## src/rtl/instr_fetch_queue_pkg.sv

```systemverilog
// Shared definitions for the instruction fetch stage: FSM encoding,
// instruction width and the fetch entry record handed to decode.
package instr_fetch_queue_pkg;

  localparam int INSTR_W = 32;

  // Fetch FSM state encoding
  localparam logic [1:0] ST_IDLE  = 2'd0;
  localparam logic [1:0] ST_WAIT  = 2'd1;
  localparam logic [1:0] ST_DRAIN = 2'd2;

  // One queued instruction together with the address it was fetched from
  typedef struct packed {
    logic [INSTR_W-1:0] instr;
    logic [31:0]        pc;
  } fetch_entry_t;

  // Force a fetch address onto a word boundary
  function automatic logic [31:0] align_pc(input logic [31:0] addr);
    return addr & 32'hFFFF_FFFC;
  endfunction

endpackage

```

## src/rtl/instr_fetch_queue_fetch_fifo.sv

```systemverilog
// Small register-based FIFO of fetch entries with a synchronous flush.
// The head entry is presented directly from the storage registers and is
// forced to zero while the FIFO is empty so decode never sees stale data.
module instr_fetch_queue_fetch_fifo
  import instr_fetch_queue_pkg::*;
#(
  parameter int  DEPTH = 4,
  localparam int PTR_W = $clog2(DEPTH),
  localparam int CNT_W = PTR_W + 1
) (
  input  logic               clock,
  input  logic               reset,
  input  logic               flush,
  input  logic               push,
  input  fetch_entry_t       push_entry,
  input  logic               pop,
  output fetch_entry_t       head_entry,
  output logic [CNT_W-1:0]   count
);

  fetch_entry_t       mem_q [DEPTH];
  logic [PTR_W-1:0]   wr_ptr_q, wr_ptr_d;
  logic [PTR_W-1:0]   rd_ptr_q, rd_ptr_d;
  logic [CNT_W-1:0]   count_q, count_d;
  logic               wr_en;
  logic               pop_ok;

  // A pop on an empty FIFO is ignored rather than corrupting the count
  assign pop_ok = pop && (count_q != '0);

  // Next-state for pointers and occupancy; flush wins over push/pop
  always_comb begin
    wr_ptr_d = wr_ptr_q;
    rd_ptr_d = rd_ptr_q;
    count_d  = count_q;
    wr_en    = 1'b0;
    if (flush) begin
      wr_ptr_d = '0;
      rd_ptr_d = '0;
      count_d  = '0;
    end else begin
      if (push) begin
        wr_en    = 1'b1;
        wr_ptr_d = wr_ptr_q + PTR_W'(1);
      end
      if (pop_ok) begin
        rd_ptr_d = rd_ptr_q + PTR_W'(1);
      end
      if (push && !pop_ok) begin
        count_d = count_q + CNT_W'(1);
      end else if (!push && pop_ok) begin
        count_d = count_q - CNT_W'(1);
      end
    end
  end

  // Pointer and occupancy registers
  always_ff @(posedge clock) begin
    if (reset) begin
      wr_ptr_q <= '0;
      rd_ptr_q <= '0;
      count_q  <= '0;
    end else begin
      wr_ptr_q <= wr_ptr_d;
      rd_ptr_q <= rd_ptr_d;
      count_q  <= count_d;
    end
  end

  // Entry storage; contents need no reset because count gates visibility
  always_ff @(posedge clock) begin
    if (wr_en) begin
      mem_q[wr_ptr_q] <= push_entry;
    end
  end

  assign head_entry = (count_q != '0) ? mem_q[rd_ptr_q] : '0;
  assign count      = count_q;

endmodule

```

## src/rtl/instr_fetch_queue.sv

```systemverilog
// Fetch stage: owns the PC, issues one word fetch at a time to instruction
// memory, queues the returned instructions and hands them to decode with a
// valid/ready handshake. A redirect flushes the queue and drops whatever
// response is still in flight.
module instr_fetch_queue
  import instr_fetch_queue_pkg::*;
#(
  parameter int          DEPTH    = 4,
  parameter logic [31:0] RESET_PC = 32'h0000_0000,
  localparam int         CNT_W    = $clog2(DEPTH) + 1
) (
  input  logic               clock,
  input  logic               reset,
  output logic               imem_req_valid,
  output logic [31:0]        imem_req_addr,
  input  logic               imem_resp_valid,
  input  logic [INSTR_W-1:0] imem_resp_data,
  input  logic               redirect_valid,
  input  logic [31:0]        redirect_pc,
  input  logic               deq_ready,
  output logic               deq_valid,
  output logic [INSTR_W-1:0] deq_instr,
  output logic [31:0]        deq_pc,
  output logic [CNT_W-1:0]   count
);

  localparam logic [CNT_W-1:0] FULL_CNT = CNT_W'(DEPTH);

  logic [1:0]   state_q, state_d;
  logic [31:0]  pc_q, pc_d;
  logic         req_fire;
  logic         push_en;
  logic         pop_en;
  logic         have_credit;
  fetch_entry_t push_entry;
  fetch_entry_t head_entry;

  // Only ask for a word when the queue is guaranteed to have room for it
  assign have_credit = (count < FULL_CNT);

  // Fetch FSM: request from IDLE, collect in WAIT, swallow a dropped reply in DRAIN
  always_comb begin
    state_d  = state_q;
    pc_d     = pc_q;
    req_fire = 1'b0;
    push_en  = 1'b0;
    case (state_q)
      ST_IDLE: begin
        if (!redirect_valid && have_credit) begin
          req_fire = 1'b1;
          state_d  = ST_WAIT;
        end
      end
      ST_WAIT: begin
        if (imem_resp_valid) begin
          if (!redirect_valid) begin
            push_en = 1'b1;
            pc_d    = pc_q + 32'd4;
          end
          state_d = ST_IDLE;
        end else if (redirect_valid) begin
          state_d = ST_DRAIN;
        end
      end
      ST_DRAIN: begin
        if (imem_resp_valid) begin
          state_d = ST_IDLE;
        end
      end
      default: begin
        state_d = ST_IDLE;
      end
    endcase
    // A redirect always retargets the PC, whatever the FSM is doing
    if (redirect_valid) begin
      pc_d = align_pc(redirect_pc);
    end
  end

  // FSM and PC registers
  always_ff @(posedge clock) begin
    if (reset) begin
      state_q <= ST_IDLE;
      pc_q    <= align_pc(RESET_PC);
    end else begin
      state_q <= state_d;
      pc_q    <= pc_d;
    end
  end

  assign push_entry.instr = imem_resp_data;
  assign push_entry.pc    = pc_q;
  assign pop_en           = deq_valid && deq_ready;

  instr_fetch_queue_fetch_fifo #(
    .DEPTH (DEPTH)
  ) u_fetch_fifo (
    .clock      (clock),
    .reset      (reset),
    .flush      (redirect_valid),
    .push       (push_en),
    .push_entry (push_entry),
    .pop        (pop_en),
    .head_entry (head_entry),
    .count      (count)
  );

  // The request strobe is combinational from FSM state, so hold it off in reset
  assign imem_req_valid = req_fire & ~reset;
  assign imem_req_addr  = pc_q;
  assign deq_valid      = (count != '0);
  assign deq_instr      = head_entry.instr;
  assign deq_pc         = head_entry.pc;

endmodule
```

## config.mk

```make
export PLATFORM = sky130hd
export DESIGN_NAME = instr_fetch_queue
export DESIGN_NICKNAME = d
export VERILOG_FILES = /design/src/rtl/instr_fetch_queue_pkg.sv /design/src/rtl/instr_fetch_queue_fetch_fifo.sv /design/src/rtl/instr_fetch_queue.sv
export SDC_FILE = /design/constraint.sdc
export NUM_CORES = 1
export LEC_CHECK = 0
export ABC_AREA = 1
export CORE_UTILIZATION = 49
export DETAILED_ROUTE_END_ITERATION = 10
export GPL_TIMING_DRIVEN = 1
export PLACE_DENSITY = 0.76
export SLEW_MARGIN = 20
export SYNTH_ARGS = -nofsm -noshare
export SYNTH_HDL_FRONTEND = slang
export SYNTH_SLANG_ARGS = --single-unit
```

## constraint.sdc

```tcl
create_clock -name clock -period 3.5 [get_ports clock]
set_clock_uncertainty 0.1 [all_clocks]
set_input_delay 0.35 -clock clock [delete_from_list [all_inputs] [get_ports clock]]
set_output_delay 0.35 -clock clock [all_outputs]
set_load 0.005 [all_outputs]
```

-- Word-level counts from Yosys, hierarchy flattened
Memory sizes are Yosys's and may differ from the RTL's. A register that Yosys moved wholly into a read port is not among the register bits.
Cells that the tools add are included.
- $mul: 0
- shift operators: 0
- mux-type cells: 22
- order comparisons: 1
- equality and inequality tests: 5
- add/subtract/negate cells: 5
- bitwise logic cells: 2
- reduce and logical (&&, ||, !) cells: 17
- div/mod/pow operators: 0
- operators with widths (operator ; number):
    $mux W32 ; 3
    $mux W64 ; 1
    $add A32 B3 Y32 const B ; 1
    $mux W2 ; 6
    $mux W1 ; 9
    $mux W3 ; 2
    $pmux W2 S3 ; 1
    $reduce_bool A2 Y1 ; 3
    $logic_and A1 B1 Y1 ; 5
    $add A2 B1 Y2 const B ; 2
    $ne A2 B2 Y1 const B ; 2
    $reduce_and A2 Y1 ; 2
    $add A3 B1 Y3 const B ; 1
    $logic_not A1 Y1 ; 3
    $lt A3 B3 Y1 const B ; 1
    $ne A3 B3 Y1 const B ; 1
    $reduce_and A3 Y1 ; 1
    $reduce_bool A3 Y1 ; 1
    $sub A3 B1 Y3 const B ; 1
    $eq A2 B1 Y1 const B ; 1
    $eq A2 B2 Y1 const B ; 1
    $logic_not A2 Y1 ; 1
    $reduce_or A2 Y1 ; 1
    $and A1 B1 Y1 ; 1
    $not A1 Y1 ; 1
- latch bits: 0
- bits of input ports: 69
- memories kept: 1
- memory bits (writable): 256
- bits in read-only memories: 0
- register bits: 41
- memory list (memory ; depth ; width ; read ports ; clocked after memory_dff ; write ports ; RTL line ; text):
    u_fetch_fifo.mem_q ; 4 ; 64 ; 1 ; 1 ; 1 ; instr_fetch_queue_fetch_fifo.sv:21 ; fetch_entry_t mem_q [DEPTH];

-- Logic depth before layout (Yosys ltp)
Gate-level depths: netlist of run 1.
- depth after elaboration: 7
- depth in mapped cells: 13
- mapped depth without buffers: 12

-- Modules after synthesis
From an unflattened synthesis of run 1, not the netlist that was laid out.
- cells, all modules: 1181
- area total of the unflattened synthesis: 12675.9 µm²
- modules (own cells, without submodules) (module ; times used ; area an instance (µm²) ; seq. area each (µm²) ; cells an instance):
    instr_fetch_queue_fetch_fifo ; 1 ; 10376.2 ; 7867.5 ; 818
    instr_fetch_queue ; 1 ; 2299.7 ; 640.6 ; 363

-- Least setup slack after synthesis of run 1
No wires, ideal clock.
- path kind: reg-to-reg
- start point: reg state_q[0]
- end point: mem u_fetch_fifo.mem_q[0][10] (netlist bit) (enable)
- period minus slack after synthesis: 3.910 ns
- setup slack: -0.410 ns
- arrival: 3.328 ns
- stages on the path, launching flop included: 5
- setup time: 0.482 ns
- buffers on the path: 0
- cell sequence: dfxtp_1 nand2_2 nor2_8 nand2_4 nor2_1
- word-level cells in the longest chain between the ends: 6
- ends and longest elaborated chain (element ; RTL line ; text):
    start, declared ; instr_fetch_queue.sv:29 ; logic [1:0] state_q, state_d;
    start signal, assigned ; instr_fetch_queue.sv:86 ; state_q <= state_d;
    $eq A2 B1 Y1 ; instr_fetch_queue.sv:47 ; case (state_q)
    $mux W1 ; instr_fetch_queue.sv:47 ;
    $mux W1 ; instr_fetch_queue_fetch_fifo.sv:42 ; if (push) begin
    $mux W1 ; instr_fetch_queue_fetch_fifo.sv:37 ; if (flush) begin
    $mux W1 ; instr_fetch_queue_fetch_fifo.sv:72 ; if (wr_en) begin
    $mux W1 (implied by the code) ; instr_fetch_queue_fetch_fifo.sv:73 ; mem_q[wr_ptr_q] <= push_entry;
    end, declared ; instr_fetch_queue_fetch_fifo.sv:21 ;
No other way between the ends.

==> impl_metrics.py, run 1 <==
metrics = {
    "outcome": {
        "outcome": "complete, no violations",
    },
    "synthesis": {
        "synth_mux_area_share_pct": 0,
        "synth_area_per_cell_sq_um": 10.5,
        "seq_area_frac_synth_pct": 68.1,
        "netlist-cell-type-count": 36,
        "synthXorXnorAreaFrac_pct": 0.649,
        "synth-warning-count": 0,
        "synth-adder-area-share_pct": 0.783,
        "synth.ff_latch_count": 289,
        "synth_top_family_by_area": "simple AND/OR/NAND/NOR gates",
        "synth-compound-area-share_pct": 10.8,
        "post_synth_and_or_nand_nor_area_fraction_pct": 15.5,
        "postSynthCellCount": 1155,
        "synth.cell_area_sq_mm": 0.0121,
    },
    "critical_path": {
        "critPathCaptureType": "primary output",
        "worst-r2r-cell-count": 11,
        "delay_of_the_slowest_critical_path_stage_ns": 0.57,
        "timing.critical_path.slowest_stage_cell": "sky130_fd_sc_hd__clkinv_2",
        "start_kind": "flip-flop",
        "worstPathMaxFanout": 53,
        "cp_data_required_time_ns": 3.05,
        "setup.worst_path.class": "reg2out",
        "worst_ep_arrival_time_ns": 2.71,
        "rrSetupSlack_ns": 0.95,
        "crit_chain": "clkinv_2 > buf_12 > o21ai_0 > a21oi_1 > clkdlybuf4s50_1",
        "r2r_start": "u_fetch_fifo.count[1]$_SDFFE_PP0P_",
        "r2r-end": "u_fetch_fifo.count[2]$_SDFFE_PP0P_",
    },
    "sta": {
        "achievable-frequency_ghz": 0.316,
        "final.period_utilization_pct": 90.3,
        "final_max_slew_viol_count": 0,
        "grt_setup_unrepaired": "no",
        "transition_time_at_the_pin_with_the_least_slew_margin_ns": 0.827,
        "final_hold_viol_count": 0,
        "setup-violations-final": 0,
        "timing.slew.headroom_pct": 44.9,
        "setup-tns-final_ns": 0,
        "finalCriticalPeriod_ns": 3.16,
    },
    "clock_tree": {
        "clock_tree.htree_level_count": 1,
        "clock_tree.buffer_depth": 3,
        "clk_transition_reported_paths_ns": 0.06,
        "clock-sinks": 289,
        "cts_tree": "done",
        "numCtsBuffers": 28,
        "insertion_delay_ns": 0.53,
        "postCtsSetupRepairBufs": 0,
        "cts-root-buf": "sky130_fd_sc_hd__clkbuf_16",
        "cts_hold_repair.buffers": 0,
        "cts.repair.resized": 0,
    },
    "placement": {
        "dp.final_hpwl_mm": 16.8,
        "place_congestion": 0.939,
        "port-buffer-count": 163,
        "placedInstanceArea_sq_mm": 0.0142,
        "place_inst": 1606,
    },
    "power_and_ir_drop": {
        "powerDensity_mw_per_mm2": 486,
        "cellLeakagePower_nw": 5.18,
        "total_power_w": 0.00736,
        "vdd.ir_drop.worst_mv": 0.302,
    },
    "global_route": {
        "via_count_of_the_first_global_routing_pass": 8461,
        "grt-ovfl-total": 0,
        "number_of_antenna_violations_at_the_first_check_in_global_routing": 0,
        "grt.total_usage_pct": 22.3,
        "first_pass_grt_wire_length_mm": 44.5,
        "grt_max_degree": 125,
    },
    "routing": {
        "drt-initial-drc-count": 702,
        "antenna_violating_nets_post_route": 0,
        "routedWlPerCell_um": 17.1,
        "drtPass1Iterations": 5,
        "drt_wl_total_mm": 28.4,
        "dr_wl_met3_mm": 1.71,
        "met1_length_mm": 12.2,
        "drc": 0,
        "vias": 8858,
        "viasPerCell": 5.34,
        "top_layer_used": "met4",
        "met2_length_mm": 13.8,
    },
    "cells_and_area": {
        "final_layout_size_suffix_gt1_share_pct": 6.82,
        "final_common_cell": "sky130_fd_sc_hd__nor2_1",
        "antenna_cells_inserted": 0,
        "num-nets-final": 1388,
        "stdcell_count": 1658,
        "layout.cell_area.non_filler_sq_mm": 0.0151,
        "total_of_fill_cells_in_the_finished_design": 1879,
        "synthToLayoutAreaGrowth_pct": 24.6,
        "mostFrequentLayoutCells": "sky130_fd_sc_hd__nor2_1, sky130_fd_sc_hd__edfxtp_1, sky130_fd_sc_hd__clkdlybuf4s50_1",
    },
    "hold_path": {
        "hp-start": "redirect_pc[12]",
        "worstHoldPathCells": 3,
        "holdCritPathClass": "in2reg",
        "hold_path_end": "imem_req_addr[12]$_SDFFE_PP0P_",
    },
    "die": {
        "floorplan_core_area_sq_mm": 0.0243,
        "design.die.area_sq_mm": 0.0254,
        "start_util_pct": 49.9,
        "boundaryPins": 170,
        "chipHeight_um": 159,
        "die_boundary_width_um": 159,
        "std_cell_rows": 57,
    },
    "flow_run": {
        "max_capacitance_violation_total": 0,
    },
}
==> synthesized netlist by cell type <==
library cell               number  area, sq um
sky130_fd_sc_hd__nand2_1      118          443
sky130_fd_sc_hd__xor2_1         6         52.6
sky130_fd_sc_hd__nor3_2         2         20.0
sky130_fd_sc_hd__nand4_1        1         6.26
sky130_fd_sc_hd__a22o_1         2         17.5
sky130_fd_sc_hd__inv_1         59          221
sky130_fd_sc_hd__nor2_1       306         1150
sky130_fd_sc_hd__dfxtp_1       41          821
sky130_fd_sc_hd__buf_4          5         37.5
sky130_fd_sc_hd__ha_1           6         75.1
sky130_fd_sc_hd__o211ai_1       2         15.0
sky130_fd_sc_hd__inv_2          5         18.8
sky130_fd_sc_hd__buf_2         14         70.1
sky130_fd_sc_hd__nand2_2        2         12.5
sky130_fd_sc_hd__o21ai_0      144          721
sky130_fd_sc_hd__nor2_8         1         20.0
sky130_fd_sc_hd__a31o_2         1         8.76
sky130_fd_sc_hd__nand3_1       32          160
sky130_fd_sc_hd__o221ai_1       1         8.76
sky130_fd_sc_hd__a21boi_0       1         7.51
sky130_fd_sc_hd__a31oi_1       10         62.6
sky130_fd_sc_hd__fa_1           1         20.0
sky130_fd_sc_hd__nor2_2         5         31.3
sky130_fd_sc_hd__nor2_4         1         11.3
sky130_fd_sc_hd__clkbuf_1      38          143
sky130_fd_sc_hd__buf_1          2         7.51
sky130_fd_sc_hd__a21oi_1       88          440
sky130_fd_sc_hd__o21bai_1       2         15.0
sky130_fd_sc_hd__edfxtp_1     248         7450
sky130_fd_sc_hd__nor4_2         1         12.5
sky130_fd_sc_hd__clkinv_2       1         5.00
sky130_fd_sc_hd__and2_1         1         6.26
sky130_fd_sc_hd__o21ai_1        3         15.0
sky130_fd_sc_hd__conb_1         1         3.75
sky130_fd_sc_hd__nand2_4        1         11.3
sky130_fd_sc_hd__xnor2_1        3         26.3
==> where the power goes <==
| part | internal, W | switching [W] |
|---|---|---|
| combinational | 0.000233 | 0.000224 |
| sequential | 0.00378 | 0.0000706 |
| clock | 0.00185 | 0.00120 |
| total | 0.00586 | 0.00150 |
==> metrics by stage <==
step	util, %	hold slack (ns)	worst slack [ns]
2_1_floorplan	-	0.319	-0.410
3_3_place_gp	58.3	0.345	0.484
3_5_place_dp	58.3	0.350	0.468
4_1_cts	62.2	0.284	0.303
5_1_grt	62.2	0.318	0.146
6_report	62.2	0.300	0.340
==> worst max path at each step <==
stage,cells past startpoint,slack [ns],to
CTS,6,0.30,deq_instr[7]
detailed placement,9,0.47,u_fetch_fifo.count[1]$_SDFFE_PP0P_
global placement,9,0.48,u_fetch_fifo.count[1]$_SDFFE_PP0P_
floorplan,4,-0.41,u_fetch_fifo.mem_q[0][10]$_DFFE_PP_
global route,6,0.15,deq_pc[22]
finish,5,0.34,deq_instr[13]
==> cells by family (layout without fill, tap and decap cells) <==
logic type,count (synthesis),count (layout)
buffers and inverters,124,300
flip-flops,289,289
adder cells (fa/ha/maj),7,7
other,1,4
AO/OA/AOI/OAI,254,254
AND/OR/NAND/NOR,471,471
XOR/XNOR,9,9
==> layout make-up <==
cell class                      count  area, sq um  area share [%]
Multi-Input combinational cell    745         3420            22.6
Tap cell                          324          405            2.68
Clock inverter                     16          183            1.21
Timing Repair Buffer              183         1830            12.1
Inverter                           65          246            1.63
Clock buffer                       36          772            5.10
Sequential cell                   289         8270            54.7
==> registers in the layout, summed over array words and instances, names as in the netlist, named ones only <==
register / flops
u_fetch_fifo.wr_ptr_q: 2
imem_req_addr: 30
u_fetch_fifo.rd_ptr_q: 2
state_q: 2
u_fetch_fifo.mem_q: 248
u_fetch_fifo.count: 3
==> metal layers <==
metal / up-vias / global-route usage (%)
met5: - / 0
met3: 43 / 2.55
met1: 4219 / 30.0
met4: 0 / 6.82
met2: 332 / 38.0
li1: 4264 / -
==> critical path: cells and delay by family, from the launching register on <==
| kind | cells | cell delay [ns] |
|---|---|---|
| AOI/OAI and AO/OA | 2 | 0.33 |
| buffers and inverters | 3 | 1.46 |
| DFF | 1 | 0.36 |
No activity file was read; power rests on OpenSTA's default activity.
==> run 2: changes to the inputs <==
--- a/config.mk
+++ b/config.mk
@@ -6,6 +6,8 @@
 export NUM_CORES = 1
 export LEC_CHECK = 0
 export ABC_AREA = 1
+export ABC_CLOCK_PERIOD_IN_PS = 3500
+export CORE_ASPECT_RATIO = 0.75
 export CORE_UTILIZATION = 49
 export DETAILED_ROUTE_END_ITERATION = 10
 export GPL_TIMING_DRIVEN = 1
==> run 2 against run 1 <==
Effect of this change:
- critical path depth is 1 higher
- first-iteration DRC count is 9.5% higher
- count of clock-buffer cells in the layout is 5 lower
- final cell count is 0.36% higher
- sequential power hardly changed
- design area is 0.41% higher
==> impl_metrics.py, run 2 (synthesized netlist as in run 1, its figures left out) <==
metrics = {
    "sta": {
        "finalCriticalPeriod_ns": 3.09,
        "transition_time_at_the_pin_with_the_least_slew_margin_ns": 0.811,
        "fin_ws_ns": 0.412,
        "achievable-frequency_ghz": 0.324,
        "final_max_slew_viol_count": 0,
        "timing.slew.headroom_pct": 45.9,
        "grt_setup_unrepaired": "no",
        "whs_ns": 0.287,
        "setup-violations-final": 0,
        "final.period_utilization_pct": 88.2,
        "final_hold_viol_count": 0,
    },
    "routing": {
        "drtPass1Iterations": 5,
        "drt-initial-drc-count": 769,
        "vias": 8915,
        "viasPerCell": 5.36,
        "routedWlPerCell_um": 17.3,
        "drt_wl_total_mm": 28.8,
        "drc": 0,
        "antenna_violating_nets_post_route": 0,
    },
    "clock_tree": {
        "cts-root-buf": "sky130_fd_sc_hd__clkbuf_16",
        "clock_tree.buffer_depth": 3,
        "numCtsBuffers": 28,
        "clk_transition_reported_paths_ns": 0.07,
        "clock_tree.htree_level_count": 1,
        "insertion_delay_ns": 0.54,
        "cts.repair.resized": 0,
        "postCtsSetupRepairBufs": 0,
        "cts_tree": "done",
        "clock-sinks": 289,
        "cts_hold_repair.buffers": 0,
    },
    "global_route": {
        "number_of_antenna_violations_at_the_first_check_in_global_routing": 0,
        "first_pass_grt_wire_length_mm": 45.2,
        "grt-ovfl-total": 0,
        "via_count_of_the_first_global_routing_pass": 8404,
        "grt_max_degree": 125,
        "grt.total_usage_pct": 22.8,
    },
    "cells_and_area": {
        "final_layout_size_suffix_gt1_share_pct": 6.75,
        "num-nets-final": 1387,
        "total_of_fill_cells_in_the_finished_design": 1895,
        "final_common_cell": "sky130_fd_sc_hd__nor2_1",
        "final_util_pct": 62.9,
        "regMostFlops": "u_fetch_fifo.mem_q",
        "layout.cell_area.non_filler_sq_mm": 0.0152,
        "mostFrequentLayoutCells": "sky130_fd_sc_hd__nor2_1, sky130_fd_sc_hd__edfxtp_1, sky130_fd_sc_hd__clkdlybuf4s50_1",
        "synthToLayoutAreaGrowth_pct": 25.1,
        "largest_register_ffs": 248,
        "antenna_cells_inserted": 0,
    },
    "critical_path": {
        "delay_of_the_slowest_critical_path_stage_ns": 0.56,
        "cp_data_required_time_ns": 3.05,
        "worstPathMaxFanout": 124,
        "start_kind": "flip-flop",
        "setup.worst_path.class": "reg2out",
        "cpMostUsedCell": "sky130_fd_sc_hd__nor2_1",
        "critPathCaptureType": "primary output",
        "r2r_start": "state_q[0]$_SDFFE_PP0P_",
        "crit_chain": "buf_12 > nor2_1 > nor2_1 > o21ai_0 > a21oi_1 > clkdlybuf4s50_1",
        "worst_ep_arrival_time_ns": 2.64,
        "timing.critical_path.slowest_stage_cell": "sky130_fd_sc_hd__clkdlybuf4s50_1",
    },
    "placement": {
        "placedInstanceArea_sq_mm": 0.0142,
        "dp.final_hpwl_mm": 17.1,
        "place_congestion": 0.861,
        "port-buffer-count": 163,
        "pre_cts_ws_ns": 0.564,
    },
    "power_and_ir_drop": {
        "powerDensity_mw_per_mm2": 494,
        "total_power_w": 0.00751,
        "vdd.ir_drop.worst_mv": 0.337,
        "cellLeakagePower_nw": 5.20,
    },
    "hold_path": {
        "hp-start": "redirect_pc[12]",
        "holdCritPathClass": "in2reg",
    },
    "die": {
        "die_boundary_width_um": 184,
        "floorplan_core_area_sq_mm": 0.0242,
        "start_util_pct": 50.3,
        "boundaryPins": 170,
        "design.die.area_sq_mm": 0.0254,
        "chipHeight_um": 138,
        "std_cell_rows": 49,
    },
    "flow_run": {
        "max_capacitance_violation_total": 0,
    },
    "outcome": {
        "outcome": "complete, no violations",
    },
}
-- run 2: cell count changes in the layout (fill, tap and decap cells not counted), sizes merged --
cell / change
bufinv: +2
buf: -1
clkbuf: -5
clkinvlp: -1
clkinv: +4
-- run 2: worst max-delay path, delay by kind of cell (launching register included) --
family	cells	cell delay (ns)
compound gates	2	0.42
buf+inv	2	1.00
simple gates	2	0.25
flops	1	0.36
-- run 2: cell type report --
type	count	area (sq um)	share of cell area, %
Clock buffer	31	722	4.75
Tap cell	331	414	2.73
Timing Repair Buffer	182	1850	12.2
Clock inverter	21	269	1.77
Sequential cell	289	8270	54.5
Inverter	65	246	1.62
Multi-Input combinational cell	745	3420	22.5
-- run 2: report_power, final --
group          internal, W  switching, W  leakage, nW
clock              0.00193       0.00126        0.482
sequential         0.00378     0.0000755         2.59
combinational     0.000234      0.000227         2.13
total              0.00595       0.00156         5.20
-- run 2: metrics by stage --
stage / std cells / TNS (ns)
finish: 1664 / 0
CTS: 1664 / 0
detailed placement: 1612 / 0
global placement: 1612 / 0
global route: 1664 / 0
floorplan: 1158 / -101.68
-- run 2: path summary, 6_finish.rpt --
kind,to,slack (ns),cells past startpoint
max reg2reg,u_fetch_fifo.count[2]$_SDFFE_PP0P_,0.98,11
min reg2reg,flip-flop,0.37,2
max,deq_instr[20],0.41,6
min,imem_req_addr[12]$_SDFFE_PP0P_,0.29,3
-- run 2: per-layer routing --
layer  GRT usage, %  routed length (um)  up-vias
met5              0                   0        -
met4           5.22                 450        0
met3           4.06                2360       38
met2           36.0               13100      385
met1           32.9               12900     4228
li1               -                   -     4264
==> run 3: changes to the inputs <==
--- a/config.mk
+++ b/config.mk
@@ -7,7 +7,9 @@
 export LEC_CHECK = 0
 export ABC_AREA = 1
 export ABC_CLOCK_PERIOD_IN_PS = 3500
+export CAP_MARGIN = 20
 export CORE_ASPECT_RATIO = 0.75
+export CORE_MARGIN = 2
 export CORE_UTILIZATION = 49
 export DETAILED_ROUTE_END_ITERATION = 10
 export GPL_TIMING_DRIVEN = 1
==> run 3 against run 2 <==
Effect of this change:
- count of clock-buffer cells in the layout rose by 4
- global-route usage fell by 0.70 points
- non-clock buffer count is the same
- register-to-register slack better by 0.05 ns
- routed wire length increased by 1.5%
==> impl_metrics.py, run 3 (synthesized netlist as in run 1, its figures left out) <==
metrics = {
    "routing": {
        "vias": 8884,
        "routedWlPerCell_um": 17.6,
        "drtPass1Iterations": 6,
        "antenna_violating_nets_post_route": 0,
        "drt_wl_total_mm": 29.3,
        "viasPerCell": 5.34,
        "drc": 0,
        "drt-initial-drc-count": 818,
    },
    "power_and_ir_drop": {
        "power.combinational.fraction_pct": 6.4,
        "sw_frac_of_total_pct": 21.6,
        "power_switching_w": 0.00154,
        "pwr-share-clk_pct": 39.6,
        "cell_internal_pwr_w": 0.00560,
        "cellLeakagePower_nw": 5.13,
        "powerDensity_mw_per_mm2": 475,
        "vdd.ir_drop.worst_mv": 0.333,
        "p_seq_share_pct": 54.0,
    },
    "hold_path": {
        "holdCritPathClass": "in2reg",
        "worstHoldPathCells": 3,
        "hold_path_end": "imem_req_addr[15]$_SDFFE_PP0P_",
        "hp-start": "redirect_pc[15]",
    },
    "die": {
        "start_util_pct": 50.3,
        "floorplan_core_area_sq_mm": 0.0242,
        "chipHeight_um": 140,
        "die_boundary_width_um": 186,
        "std_cell_rows": 49,
        "design.die.area_sq_mm": 0.0261,
        "boundaryPins": 170,
    },
    "critical_path": {
        "rrSetupSlack_ns": 1.03,
        "worst-r2r-cell-count": 11,
        "critPathCaptureType": "primary output",
        "worstPathMaxFanout": 62,
        "worst_ep_arrival_time_ns": 2.72,
        "r2r_start": "state_q[0]$_SDFFE_PP0P_",
        "cp_data_required_time_ns": 3.05,
        "setup.worst_path.class": "reg2out",
        "start_kind": "flip-flop",
        "r2r-end": "u_fetch_fifo.count[2]$_SDFFE_PP0P_",
    },
    "clock_tree": {
        "clock_tree.buffer_depth": 3,
        "insertion_delay_ns": 0.54,
        "cts-root-buf": "sky130_fd_sc_hd__clkbuf_16",
        "clk_transition_reported_paths_ns": 0.06,
        "postCtsSetupRepairBufs": 0,
        "cts_hold_repair.buffers": 0,
        "clock-sinks": 289,
        "numCtsBuffers": 28,
        "cts_tree": "done",
        "clock_tree.htree_level_count": 1,
        "cts.repair.resized": 0,
    },
    "sta": {
        "timing.slew.headroom_pct": 46.4,
        "final_max_slew_viol_count": 0,
        "final_hold_viol_count": 0,
        "final.period_utilization_pct": 90.4,
        "fin_ws_ns": 0.335,
        "transition_time_at_the_pin_with_the_least_slew_margin_ns": 0.804,
        "finalCriticalPeriod_ns": 3.17,
        "setup-tns-final_ns": 0,
        "achievable-frequency_ghz": 0.316,
        "grt_setup_unrepaired": "no",
        "setup-violations-final": 0,
    },
    "global_route": {
        "first_pass_grt_wire_length_mm": 44.6,
        "via_count_of_the_first_global_routing_pass": 8480,
        "number_of_antenna_violations_at_the_first_check_in_global_routing": 1,
        "grt_max_degree": 69,
        "grt.total_usage_pct": 22.1,
        "grt-ovfl-total": 0,
    },
    "cells_and_area": {
        "largest_register_ffs": 248,
        "regMostFlops": "u_fetch_fifo.mem_q",
        "total_of_fill_cells_in_the_finished_design": 1905,
        "final_layout_size_suffix_gt1_share_pct": 6.53,
        "num-nets-final": 1387,
        "synthToLayoutAreaGrowth_pct": 23.8,
        "multi_input_comb_area_sq_mm": 0.00342,
        "flip_flop_and_latch_area_sq_mm": 0.00827,
        "final_common_cell": "sky130_fd_sc_hd__nor2_1",
        "mostFrequentLayoutCells": "sky130_fd_sc_hd__nor2_1, sky130_fd_sc_hd__edfxtp_1, sky130_fd_sc_hd__clkdlybuf4s50_1",
    },
    "placement": {
        "place_congestion": 0.855,
        "pre_cts_ws_ns": 0.617,
        "dp.final_hpwl_mm": 17.8,
        "port-buffer-count": 163,
    },
    "outcome": {
        "outcome": "complete, no violations",
    },
    "flow_run": {
        "max_capacitance_violation_total": 0,
    },
}
## run 3: routing by layer
metal,track usage [%],up-vias,part of all wire [%]
met4,6.84,2,2.3
met2,33.9,400,44
met5,0,-,0.044
li1,-,4261,-
met3,4.39,59,8.8
met1,31.8,4162,44
## run 3: how the worst max path moves through the flow
stage / slack, ns / to / cells past startpoint
4_1_cts: 0.31 / deq_pc[16] / 6
5_1_grt: 0.15 / deq_instr[8] / 6
3_3_place_gp: 0.58 / u_fetch_fifo.count[2]$_SDFFE_PP0P_ / 12
6_report: 0.33 / deq_pc[16] / 6
2_1_floorplan: -0.41 / u_fetch_fifo.mem_q[0][10]$_DFFE_PP_ / 4
3_5_place_dp: 0.62 / u_fetch_fifo.count[2]$_SDFFE_PP0P_ / 12
## run 3: worst max-delay path, stage by stage, from the launching register on
cell and delay [ns]:
sky130_fd_sc_hd__dfxtp_4 0.46, sky130_fd_sc_hd__buf_4 0.59, sky130_fd_sc_hd__nor2_1 0.11, sky130_fd_sc_hd__nor2_1 0.09
sky130_fd_sc_hd__o21ai_0 0.09, sky130_fd_sc_hd__a21oi_1 0.27, sky130_fd_sc_hd__clkdlybuf4s50_1 0.56
## run 3: cell type report
| class | instances | area share (%) |
|---|---|---|
| sequential | 289 | 55.0 |
| multi-input combinational | 745 | 22.8 |
| clock inverter | 16 | 0.749 |
| antenna | 1 | 0.0167 |
| timing repair buffer | 182 | 12.1 |
| clock buffer | 35 | 4.98 |
| inverter | 65 | 1.64 |
| tap | 331 | 2.76 |
## run 3: power groups by stage
stage	logic, W	registers, W	clock network [W]
4_1_cts	0.000457	0.00386	0.00286
5_1_grt	0.000499	0.00386	0.00298
6_report	0.000456	0.00386	0.00283
2_1_floorplan	0.000182	0.00390	0
3_3_place_gp	0.000446	0.00393	0
3_5_place_dp	0.000454	0.00393	0
## run 3: metrics by stage
stage	instances	hold WS [ns]	utilization [%]	area (sq um)	total power (W)
after CTS	1663	0.283	62.2	15000	0.00718
after global placement	1612	0.341	58.6	14200	0.00437
final	1664	0.300	62.2	15000	0.00715
after detailed placement	1612	0.354	58.6	14200	0.00438
after floorplan	1158	0.319	-	12200	0.00408
after global routing	1663	0.315	62.2	15000	0.00735
